--- src/rtl/mem_access_ctrl.sv ---
// Memory access sequencer: SETUP / ACCESS / HOLD around a level-sensitive RAM, MDR-style read capture.
// Optional address bounds check enabled by defining MEM_CTRL_BOUNDS_CHECK_EN.
module mem_access_ctrl #(
    parameter int unsigned ADDR_W      = 32,
    parameter int unsigned DATA_W      = 32,
    parameter int unsigned MEM_DEPTH   = 512,
    parameter int unsigned WAIT_CYCLES = 1
) (
    input  logic              clk,
    input  logic              clear,
    input  logic              req,
    input  logic              we,
    input  logic [ADDR_W-1:0] addr,
    input  logic [DATA_W-1:0] wdata,
    output logic              busy,
    output logic              done,
    output logic [DATA_W-1:0] rdata,
    output logic              err,
    output logic [ADDR_W-1:0] ram_address,
    output logic [DATA_W-1:0] ram_data_in,
    output logic              ram_read,
    output logic              ram_write,
    input  logic [DATA_W-1:0] ram_data_out
);

`ifdef MEM_CTRL_BOUNDS_CHECK_EN
    localparam bit BOUNDS_EN = 1'b1;
`else
    localparam bit BOUNDS_EN = 1'b0;
`endif

    typedef enum logic [1:0] {
        IDLE,
        SETUP,
        ACCESS,
        HOLD
    } state_t;

    state_t     state, state_nx;
    logic [3:0] cnt, cnt_nx;
    logic       we_q;
    logic       fault_q, fault_nx;
    logic       addr_oob;
    logic       load_rdata;
    logic       busy_nx, done_nx, err_nx, rd_nx, wr_nx;

    // With the check disabled this folds to 0, so every access is strobed and err stays low.
    assign addr_oob = BOUNDS_EN && (ram_address >= ADDR_W'(MEM_DEPTH));

    always_ff @(posedge clk or posedge clear) begin
        if (clear) begin
            state <= IDLE;
        end else begin
            state <= state_nx;
        end
    end

    always_comb begin
        state_nx   = state;
        cnt_nx     = cnt;
        fault_nx   = fault_q;
        load_rdata = 1'b0;
        case (state)
            IDLE: begin
                if (req) begin
                    state_nx = SETUP;
                end
            end
            SETUP: begin
                state_nx = ACCESS;
                cnt_nx   = 4'(WAIT_CYCLES);
                fault_nx = addr_oob;
            end
            ACCESS: begin
                if (cnt == 4'd0) begin
                    state_nx   = HOLD;
                    load_rdata = !we_q && !fault_q;
                end else begin
                    cnt_nx = cnt - 4'd1;
                end
            end
            HOLD: begin
                state_nx = IDLE;
            end
            default: begin
                state_nx = IDLE;
            end
        endcase

        // Outputs are registered from the next state so they line up with the state they describe.
        busy_nx = (state_nx != IDLE);
        done_nx = (state_nx == HOLD);
        err_nx  = done_nx && fault_nx;
        rd_nx   = (state_nx == ACCESS) && !fault_nx && !we_q;
        wr_nx   = (state_nx == ACCESS) && !fault_nx && we_q;
    end

    always_ff @(posedge clk or posedge clear) begin
        if (clear) begin
            cnt         <= '0;
            fault_q     <= 1'b0;
            we_q        <= 1'b0;
            busy        <= 1'b0;
            done        <= 1'b0;
            err         <= 1'b0;
            ram_read    <= 1'b0;
            ram_write   <= 1'b0;
            rdata       <= '0;
            ram_address <= '0;
            ram_data_in <= '0;
        end else begin
            cnt       <= cnt_nx;
            fault_q   <= fault_nx;
            busy      <= busy_nx;
            done      <= done_nx;
            err       <= err_nx;
            ram_read  <= rd_nx;
            ram_write <= wr_nx;
            if (state == IDLE && req) begin
                ram_address <= addr;
                ram_data_in <= wdata;
                we_q        <= we;
            end
            if (load_rdata) begin
                rdata <= ram_data_out;
            end
        end
    end

endmodule
--- config.mk ---
export PLATFORM = sky130hd
export DESIGN_NAME = mem_access_ctrl
export DESIGN_NICKNAME = d
export VERILOG_FILES = /design/src/rtl/mem_access_ctrl.sv
export SDC_FILE = /design/constraint.sdc
export NUM_CORES = 1
export LEC_CHECK = 0
export ABC_AREA = 0
export CAP_MARGIN = 15
export CORE_UTILIZATION = 37
export CTS_CLUSTER_DIAMETER = 40
export DETAILED_ROUTE_END_ITERATION = 6
export GPL_TIMING_DRIVEN = 1
export PLACE_DENSITY = 0.85
export SETUP_SLACK_MARGIN = 0.2
export SYNTH_ARGS = -nofsm -noshare
export SYNTH_HDL_FRONTEND = slang
export SYNTH_SLANG_ARGS = --single-unit
--- constraint.sdc ---
create_clock -name clk -period 3.8 [get_ports clk]
set_input_delay 0.95 -clock clk [delete_from_list [all_inputs] [get_ports clk]]
set_output_delay 0.95 -clock clk [all_outputs]
set_load 0.01 [all_outputs]
==> flow_summary.yaml, run 1 <==
finish:
  multi_input_area_sq_um: 1470
  regArea_sq_um: 2730
  diodes: 0
  fin_nets: 565
  drive_gt1_frac: 0.267
  fillers: 868
  post-route-cell-area_sq_um: 6800
  synthToLayoutAreaGrowth_pct: 58.6
synth:
  synth-seq-area-share: 0.636
  synthArstFlopShare: 1.00
  synth_nets: 361
  synth.distinct_cells: 24
  syn_area_sq_um: 4290
  ys_warn_count: 0
  syn_avg_cell_area_sq_um: 16.7
  ys_ff_latch: 109
  synthFlopType: "dfrtp_1"
  synth_edf_count: 0
  syn_inst: 256
sta:
  fin_setup_tns_ns: 0
  finalHoldViolCount: 0
  finalMaxSlewViolations: 0
  tightest_slew_ns: 0.808
  max_clock_freq_mhz: 450
  rsz0062_at_grt: "no"
  timing.slew.headroom: 0.460
  layout_setup_ws_ns: 1.58
  fin_skew_ns: 0.00708
  period_share: 0.585
  fin_crit_ns: 2.22
  setup_viol: 0
power_and_ir_drop:
  ir_drop_mv: 0.411
  p_total_mw: 5.83
  p_leak_nw: 3.00
  power.density_nw_per_um2: 858
clocking:
  cts_root_buf: "clkbuf_16"
  holdBufCountCts: 0
  cts_tree: "done"
  ctsResizeCount: 0
  cts.sinks: 109
  htreeDepth: 3
  ctsLongestPathBuffers: 2
  clk_pin_slew_ns: 0.07
  cts_buffers: 9
  post_cts_buffers: 0
  clkLatencyLatePin_ns: 0.34
global_route:
  grt_pass1_vias: 2981
  antenna_found_initial: 0
  overflow: 0
  grt_pass1_wl_um: 15000
  grt_max_degree: 66
  grt_use_total: 0.164
die:
  die_w_um: 110
  core_area_sq_um: 11100
  initial_core_util: 0.387
  io_pins: 201
  rows: 38
  die_h_um: 110
  die_area_sq_um: 12000
setup_path:
  critPathArrivalTime_ns: 1.27
  worst_path_max_delay_cell: "clkdlybuf4s50_1"
  worst-path-buf-inv: 1
  critPathKind: "reg2out"
  cpPeakStageDelay_ns: 0.57
  start_kind: "flop"
  cp_max_fo: 2
  required_ns: 2.85
  end_kind: "output port"
  crit_family: "buffers and inverters"
  path_cells: "clkdlybuf4s50_1"
flow_run:
  drv_cap: 0
drt:
  via_count: 2819
  antenna_left: 0
  wl_per_cell_um: 16.4
  drt-total-wl_um: 9910
  drtIter0Drc: 86
  drtPass1Iterations: 3
  drc_errors: 0
  viasPerCell: 4.66
worst_hold_path:
  worstHoldPathType: "reg2reg"
placement:
  port_buffers: 200
  placed_area_sq_um: 6450
  dp_worst_setup_slack_ns: 1.39
  post-dp-hpwl_um: 7320
  place.gp.congestion: 0.730
outcome:
  status: "finished, final reports clean"
flip-flops by register name (all words and copies together), names as in the netlist:
name	cells
fault_q	1
done	1
rdata	32
we_q	1
state	2
ram_data_in	32
err	1
cnt	4
busy	1
ram_address	32
ram_read	1
ram_write	1
per-layer routing:
metal  share of wire  GRT usage  routed length [um]  vias up
met5               0          0                   0        -
met4           0.016     0.0619                 161        0
met3           0.067     0.0314                 668       13
met2            0.52      0.288                5170      106
met1            0.40      0.201                3920     1403
li1                -          -                   -     1297
worst paths after layout:
kind	startpoint	endpoint	slack (ns)	depth (start not counted)
max reg2reg	state[0]$_DFF_PP0_	rdata[7]$_DFFE_PP0P_	1.59	4
min reg2reg	ram_data_in[2]$_DFFE_PP0P_	ram_data_in[2]$_DFFE_PP0P_	0.51	1
max in group asynchronous	clear	ram_address[9]$_DFFE_PP0P_	2.16	3
min	ram_data_in[2]$_DFFE_PP0P_	ram_data_in[2]$_DFFE_PP0P_	0.51	1
max	rdata[21]$_DFFE_PP0P_	rdata[21]	1.58	1
min in group asynchronous	clear	rdata[11]$_DFFE_PP0P_	0.85	2
through the flow:
stage                     cells   util  hold WS [ns]
after floorplan             256      -         0.461
after global placement      589  0.582         0.486
after detailed placement    589  0.582         0.491
after CTS                   605  0.614         0.507
after global routing        605  0.614         0.516
final                       605  0.614         0.506
synthesized netlist by cell type, drive strengths merged, types with 2 or more instances:
library cell,number,area [sq um]
a21o,2,15.0
nand2,3,11.3
nor3b,2,15.0
dfrtp,109,2730
o21ai,4,20.0
nor2,2,7.51
buf,10,68.8
or2,2,12.5
ha,5,62.6
nor3,4,25.0
mux2,97,1200
nand4b,2,32.5
nor2b,2,12.5
inv,6,22.5
logic make-up (layout without fill, tap and decap cells):
family	after synthesis	in the layout	synth area share
adder cells (fa/ha/maj)	5	5	0.0146
flip-flops	109	109	0.636
buffers and inverters	16	225	0.0213
AND/OR/NAND/NOR	21	21	0.0336
AO/OA/AOI/OAI	7	7	0.0108
multiplexers	98	98	0.283
where the power goes:
group / internal [mW] / switching, mW / total, mW
Clock: 0.663 / 0.411 / 1.07
Sequential: 1.74 / 0.312 / 2.06
Combinational: 1.74 / 0.962 / 2.70
final cells by class:
class | count | area share
flip-flops and latches | 109 | 0.401
repair buffers | 203 | 0.302
multi-input cells | 131 | 0.216
clock buffers | 10 | 0.0352
well taps | 140 | 0.0258
clock inverters | 6 | 0.0160
inverters | 6 | 0.00387
layout by cell type, fill, tap and decap left out, types with 2 or more instances in the layout:
cell	count
nor2_1	2
nand2_1	2
nor2b_1	2
clkinv_2	2
clkdlybuf4s50_1	200
dfrtp_1	109
nor3b_1	2
or2_2	2
a21o_1	2
nor3_1	3
o21ai_0	4
mux2_2	67
clkbuf_16	9
buf_12	2
ha_1	5
mux2_4	30
bufinv_16	3
inv_1	5
Note: power is estimated with default switching activity, not from simulation.
==> run 2, diff against run 1 <==
==> constraint.sdc (replaced) <==
create_clock -name clk -period 1.9 [get_ports clk]
set_input_delay 0.475 -clock clk [delete_from_list [all_inputs] [get_ports clk]]
set_output_delay 0.475 -clock clk [all_outputs]
set_load 0.01 [all_outputs]
==> run 2 against run 1 <==
  * Final cell count grew 1.5%
  * Flip-flop and latch count is the same
  * Sequential share of layout area is essentially flat
  * Final area is essentially flat
  * Combinational power grew 79%
  * Worst setup slack lost 1.3 ns
  * Highest routed layer unchanged
  * Wire length grew 1.8%
  * Largest power group unchanged
  * Die area is the same
  * Non-clock buffer count grew 9
==> flow_summary.yaml, run 2 (synthesized netlist as in run 1, its figures left out) <==
drt:
  via_count: 2908
  viasPerCell: 4.74
  met3WireLength_um: 774
  dr_wl_met2_um: 5220
  met1_length_um: 3850
  drc_errors: 0
  top_layer: "met4"
  drt-total-wl_um: 10100
  drtIter0Drc: 66
  wl_per_cell_um: 16.4
  drtPass1Iterations: 3
  antenna_left: 0
finish:
  layout_common_cells: "dfrtp_1, clkdlybuf4s50_1, dlygate4sd2_1"
  multi_input_area_sq_um: 1500
  fin_nets: 574
  synthToLayoutAreaGrowth_pct: 58.4
  regArea_sq_um: 2730
  top_regs: "ram_address (32), ram_data_in (32), rdata (32)"
  diodes: 0
  drive_gt1_frac: 0.289
  final_common_cell: "dfrtp_1"
  fillers: 889
global_route:
  overflow: 0
  grt_max_degree: 61
  antenna_found_initial: 0
  grt_pass1_vias: 3099
  grt_pass1_wl_um: 15400
  grt_use_total: 0.171
setup_path:
  path_cells: "inv_2 > ha_4 > or3b_2 > o311a_4 > or2_2"
  critPathKind: "reg2reg"
  worst_path_max_delay_cell: "or3b_2"
  cp_max_fo: 6
  required_ns: 2.12
  cpPeakStageDelay_ns: 0.45
  end_kind: "flop"
  startpoint: "state[0]$_DFF_PP0_"
  start_kind: "flop"
  rr_startpoint: "state[0]$_DFF_PP0_"
  critPathArrivalTime_ns: 1.87
sta:
  finalMaxSlewViolations: 0
  tightest_slew_ns: 0.332
  setup_viol: 0
  finalHoldViolCount: 0
  timing.slew.headroom: 0.778
  fin_hold_ws_ns: 0.499
  rsz0062_at_grt: "no"
  fin_crit_ns: 1.65
  fin_skew_ns: 0.00375
  period_share: 0.867
  max_clock_freq_mhz: 607
placement:
  post-dp-hpwl_um: 7460
  port_buffers: 200
  place.gp.congestion: 0.742
die:
  rows: 38
  io_pins: 201
  die_area_sq_um: 12000
  core_area_sq_um: 11100
  die_h_um: 110
  initial_core_util: 0.387
  die_w_um: 110
worst_hold_path:
  worstHoldPathType: "reg2reg"
  min_from: "ram_data_in[29]$_DFFE_PP0P_"
clocking:
  ctsLongestPathBuffers: 2
  cts.sinks: 109
  cts_tree: "done"
  htreeDepth: 3
  cts_buffers: 9
  cts_root_buf: "clkbuf_16"
  clk_pin_slew_ns: 0.07
  clkLatencyLatePin_ns: 0.34
power_and_ir_drop:
  ir_drop_mv: 0.698
  p_total_mw: 11.0
  power.density_nw_per_um2: 1620
  p_leak_nw: 3.23
outcome:
  status: "finished, final reports clean"
flow_run:
  drv_cap: 0
[run 2: through the flow]
step                setup slack (ns)  utilization  instances  setup TNS, ns  instance area (sq um)
finish                         0.253        0.613        614              0                   6790
global route                   0.216        0.613        614              0                   6790
CTS                            0.200        0.610        612              0                   6760
detailed placement           -0.0730        0.587        595        -0.0730                   6510
global placement             -0.0274        0.587        595        -0.0274                   6510
floorplan                      0.110            -        256              0                   4290
[run 2: layer usage]
metal / GRT usage / up-vias
met1: 0.196 / 1459
met2: 0.301 / 112
met4: 0.0619 / 0
met3: 0.0528 / 19
met5: 0 / -
li1: - / 1318
[run 2: cell type report]
| class | count | share of cell area |
|---|---|---|
| Clock inverter | 4 | 0.0140 |
| Sequential cell | 109 | 0.402 |
| Clock buffer | 12 | 0.0363 |
| Timing Repair Buffer | 212 | 0.297 |
| Tap cell | 140 | 0.0258 |
| Multi-Input combinational cell | 131 | 0.221 |
| Inverter | 6 | 0.00387 |
[run 2: repair_timing]
| action | CTS | global route |
|---|---|---|
| pin swaps | 0 | 2 |
| setup endpoints to repair | 120 | 41 |
| setup buffers | 1 | 2 |
| hold buffers | 0 | 0 |
| resized for setup | 104 | 6 |
[run 2: path summary, 6_finish.rpt]
| path | endpoint | slack, ns | depth (start not counted) |
|---|---|---|---|
| worst min-delay path | ram_data_in[29]$_DFFE_PP0P_ | 0.50 | 1 |
| min in group asynchronous | cnt[1]$_DFFE_PP0P_ | 0.57 | 3 |
| max in group asynchronous | ram_data_in[30]$_DFFE_PP0P_ | 1.03 | 3 |
| worst min register to register | ram_data_in[29]$_DFFE_PP0P_ | 0.50 | 1 |
| worst max-delay path | busy$_DFF_PP0_ | 0.25 | 5 |
| worst max register to register | busy$_DFF_PP0_ | 0.25 | 5 |
[run 2: where the power goes]
group	internal, mW	switching [mW]	total, mW
Combinational	2.84	1.98	4.83
Sequential	3.49	0.585	4.07
Clock	1.32	0.810	2.13
[run 2: critical path, delay by kind of cell, from the launching register on]
kind            cells  cell delay [ns]
simple gates        2             0.73
flops               1             0.41
compound gates      1             0.15
fa+ha+maj           1             0.13
buf+inv             1             0.10
==> variant 1: new RTL, config.mk and constraints of run 1 <==
Change the parameter `ADDR_W` from 32 to 40.
--- a/src/rtl/mem_access_ctrl.sv
+++ b/src/rtl/mem_access_ctrl.sv
@@ -1,7 +1,7 @@
 // Memory access sequencer: SETUP / ACCESS / HOLD around a level-sensitive RAM, MDR-style read capture.
 // Optional address bounds check enabled by defining MEM_CTRL_BOUNDS_CHECK_EN.
 module mem_access_ctrl #(
-    parameter int unsigned ADDR_W      = 32,
+    parameter int unsigned ADDR_W      = 40,
     parameter int unsigned DATA_W      = 32,
     parameter int unsigned MEM_DEPTH   = 512,
     parameter int unsigned WAIT_CYCLES = 1
Interface: changed (resized addr and ram_address); port bits go from 201 to 217. No check against the original RTL was run, so the function may have changed too.
==> variant 1 against run 1 <==
- setup slack worse by 75 ps
- total power up 14%
- cell area up 10%
- critical path depth unchanged
- wire length up 12%
- sequential cell count up 8
- synthesized area up 6.8%
- sequential power up 7%
- largest power group unchanged
==> variant 1: results (changes against run 1) <==
metric;value;unit;change
reg2reg_to;rdata[28];;was rdata[7]
fillers;892;;was 868
grt_max_degree;118;;was 66
seqCellArea;2930;um^2;was 2730 um^2
synth_common_cells;117 x dfrtp_1, 75 x mux2_2, 30 x mux2_4, 7 x buf_2, 6 x inv_1;;was 109 x dfrtp_1, 67 x mux2_2, 30 x mux2_4, 7 x buf_2, 6 x inv_1
slew_headroom;44.5;%;was 46.0%
critPathLaunch;ram_address[23];;was rdata[21]
pre_cts_ws;1120;ps;was 1390 ps
clock_skew;12.1;ps;was 7.08 ps
synth_adder_area_share;1.37;%;was 1.46%
dpl.hpwl;7890;um;was 7320 um
wl;11100;um;was 9910 um
clkLatencyLatePin;410;ps;was 340 ps
synth.area.mux_share;28.5;%;was 28.3%
outcome;finished, final reports clean;;unchanged
min_from;ram_address[34];;was ram_data_in[2]
nNetsFinal;612;;was 565
syn_area_per_cell;16.8;um^2;was 16.7 um^2
synth.top_cells.by_area;dfrtp_1 64%, mux2_2 18%, mux2_4 9.8%, ha_1 1.4%, buf_2 0.77%;;was dfrtp_1 64%, mux2_2 18%, mux2_4 11%, ha_1 1.5%, buf_2 0.82%
drt_iter0_markers;124;;was 86
grt_pass1_vias;3408;;was 2,981
path_clk_slew;50;ps;was 70 ps
grt_util_met1;19.2;%;was 20.1%
drive_gt1_share;28.5;%;was 26.7%
worstSetupEndpoint;ram_address[23];;was rdata[21]
avgViaCountPerCell;4.69;;was 4.66
dp_cells;627;;was 589
powerComb;2.91;mW;was 2.70 mW
p_leak;3.30;nW;was 3.00 nW
grt_use_total;18.3;%;was 16.4%
pwr-share-comb;43.7;%;was 46.3%
seq-power;2.21;mW;was 2.06 mW
## variant 1: changes by cell type in the layout (fill, tap and decap cells not counted), moves of 3 or more
| cell | delta |
|---|---|
| clkdlybuf4s50_1 | +16 |
| clkbuf_16 | +8 |
| dfrtp_1 | +8 |
| mux2_2 | +8 |
| clkinv_2 | +3 |
| clkinv_4 | +3 |
| clkinvlp_4 | +3 |
## variant 1: cell families after synthesis
family                   count (synthesis)
AO/OA/AOI/OAI                            7
adder cells (fa/ha/maj)                  5
buffers and inverters                   16
flip-flops                             117
multiplexers                           106
AND/OR/NAND/NOR                         21
## variant 1: final cells by class
class                   instances  share of cell area (%)
multi-input cells             139                    20.9
clock inverters                13                    1.79
flip-flops and latches        117                    39.1
clock buffers                  19                    5.92
inverters                       6                   0.351
repair buffers                218                    29.4
well taps                     147                    2.46
## variant 1: layer usage
layer  vias up  part of all wire [%]
li1       1410                     -
met1      1545                    37
met3        25                   5.6
met2       108                    54
met4         0                   2.8
met5         -                     0
==> variant 2: new RTL, flow settings as in run 1 <==
Without the edit above. Encoding of `state_t`: now Gray code (2 bits for 4 states).
--- a/src/rtl/mem_access_ctrl.sv
+++ b/src/rtl/mem_access_ctrl.sv
@@ -30,10 +30,10 @@
 `endif
 
     typedef enum logic [1:0] {
-        IDLE,
-        SETUP,
-        ACCESS,
-        HOLD
+        IDLE   = 2'b00,
+        SETUP  = 2'b01,
+        ACCESS = 2'b11,
+        HOLD   = 2'b10
     } state_t;
 
     state_t     state, state_nx;
Check against the original RTL: no difference found for any inputs over 10 cycles, from zero or initial values; not proved beyond that.
==> variant 2 against run 1 <==
- total power decreased by 5.5%
- synthesized area shrank 0.61%
- clock power down 14%
- register-to-register slack lost 320 ps
- global-route usage rose by 0.24 points
- cell area down 1.6%
- setup slack lost 310 ps
- highest routed layer unchanged
- sequential share of layout area rose by 0.64 points
- largest power group unchanged
- largest cell class unchanged
- sequential cell count is the same
- wire length shrank 0.94%
- first-iteration DRC count rose by 10%
- die area down 0.60%
==> variant 2: results (changes against run 1) <==
metric;value;unit;change
pre_cts_ws;1240;ps;was 1390 ps
place_area;6400;um^2;was 6450 um^2
outcome;finished, final reports clean;;unchanged
yosysSeqAreaShare;64.0;%;was 63.6%
first_pass_iters;2;;was 3
nNetsFinal;555;;was 565
p_leak;2.88;nW;was 3.00 nW
p_per_area;824;nW/um^2;was 858 nW/um^2
place.gp.congestion;0.775;;was 0.730
wl_per_cell;16.4;um;about the same
worst_pin_slew;865;ps;was 808 ps
drive_gt1_share;25.9;%;was 26.7%
critPathMaxStageDelay;710;ps;was 570 ps
min_from;ram_address[16];;was ram_data_in[2]
synth_adder_area_share;0.294;%;was 1.46%
r2r_cells;5;;was 4
finalCritPeriodShare;66.6;%;was 58.5%
syn-num-nets;354;;was 361
grt_first_pass_wirelength;15300;um;was 15,000 um
synth-compound-area-share;1.50;%;was 1.08%
synth-xor-area-share;0;%;unchanged
synth.area.mux_share;28.3;%;about the same
pwr-share-seq;38.0;%;was 35.3%
holdPathEnd;ram_address[16];;was ram_data_in[2]
vias;2836;;was 2,819
dpl.hpwl;7190;um;was 7320 um
dp_cells;583;;was 589
portBuffers;200;;unchanged
reg2reg_to;rdata[6];;was rdata[7]
grt_use_total;16.7;%;was 16.4%
grt_pass1_vias;3037;;was 2,981
synth_common_cells;109 x dfrtp_1, 67 x mux2_2, 30 x mux2_4, 6 x buf_4, 5 x inv_1;;was 109 x dfrtp_1, 67 x mux2_2, 30 x mux2_4, 7 x buf_2, 6 x inv_1
ir_worst_vdd;0.397;mV;was 0.411 mV
whs;506;ps;about the same
clock_skew;7.57;ps;was 7.08 ps
r2r-start;cnt[0];;was state[0]
powerClk;0.917;mW;was 1.07 mW
fillers;857;;was 868
syn_area_per_cell;16.8;um^2;was 16.7 um^2
synth.top_cells.by_area;dfrtp_1 64%, mux2_2 18%, mux2_4 11%, buf_4 1.1%, buf_6 0.79%;;was dfrtp_1 64%, mux2_2 18%, mux2_4 11%, ha_1 1.5%, buf_2 0.82%
intPower;3.89;mW;was 4.14 mW
cp_slowest_cell;nand4_4;;was clkdlybuf4s50_1
[variant 2: metal layers]
metal	track usage, %	share of wire, %
met1	20.2	40
met2	28.7	51
met3	3.79	7.9
met4	6.76	1.3
met5	0	0
[variant 2: worst max-delay path, delay by kind of cell, from the launching register on]
family,cells,cell delay [ps]
and+or+nand+nor,2,1100
muxes,1,560
buffers and inverters,1,110
adders and majority gates,1,190
DFF,1,410
[variant 2: how the worst max path moves through the flow]
stage / depth (start not counted) / startpoint / endpoint
global placement: 5 / req / ram_data_in[26]
floorplan: 1 / clear / busy
detailed placement: 5 / cnt[0] / rdata[26]
CTS: 5 / cnt[0] / rdata[19]
global route: 5 / cnt[0] / rdata[19]
finish: 5 / cnt[0] / rdata[6]
[variant 2: area by class of cell]
type / instances / share of cell area, %
multi-input cells: 126 / 21.3
inverters: 5 / 0.337
clock buffers: 10 / 3.42
clock inverters: 6 / 0.916
well taps: 140 / 2.62
repair buffers: 203 / 30.6
flip-flops and latches: 109 / 40.8
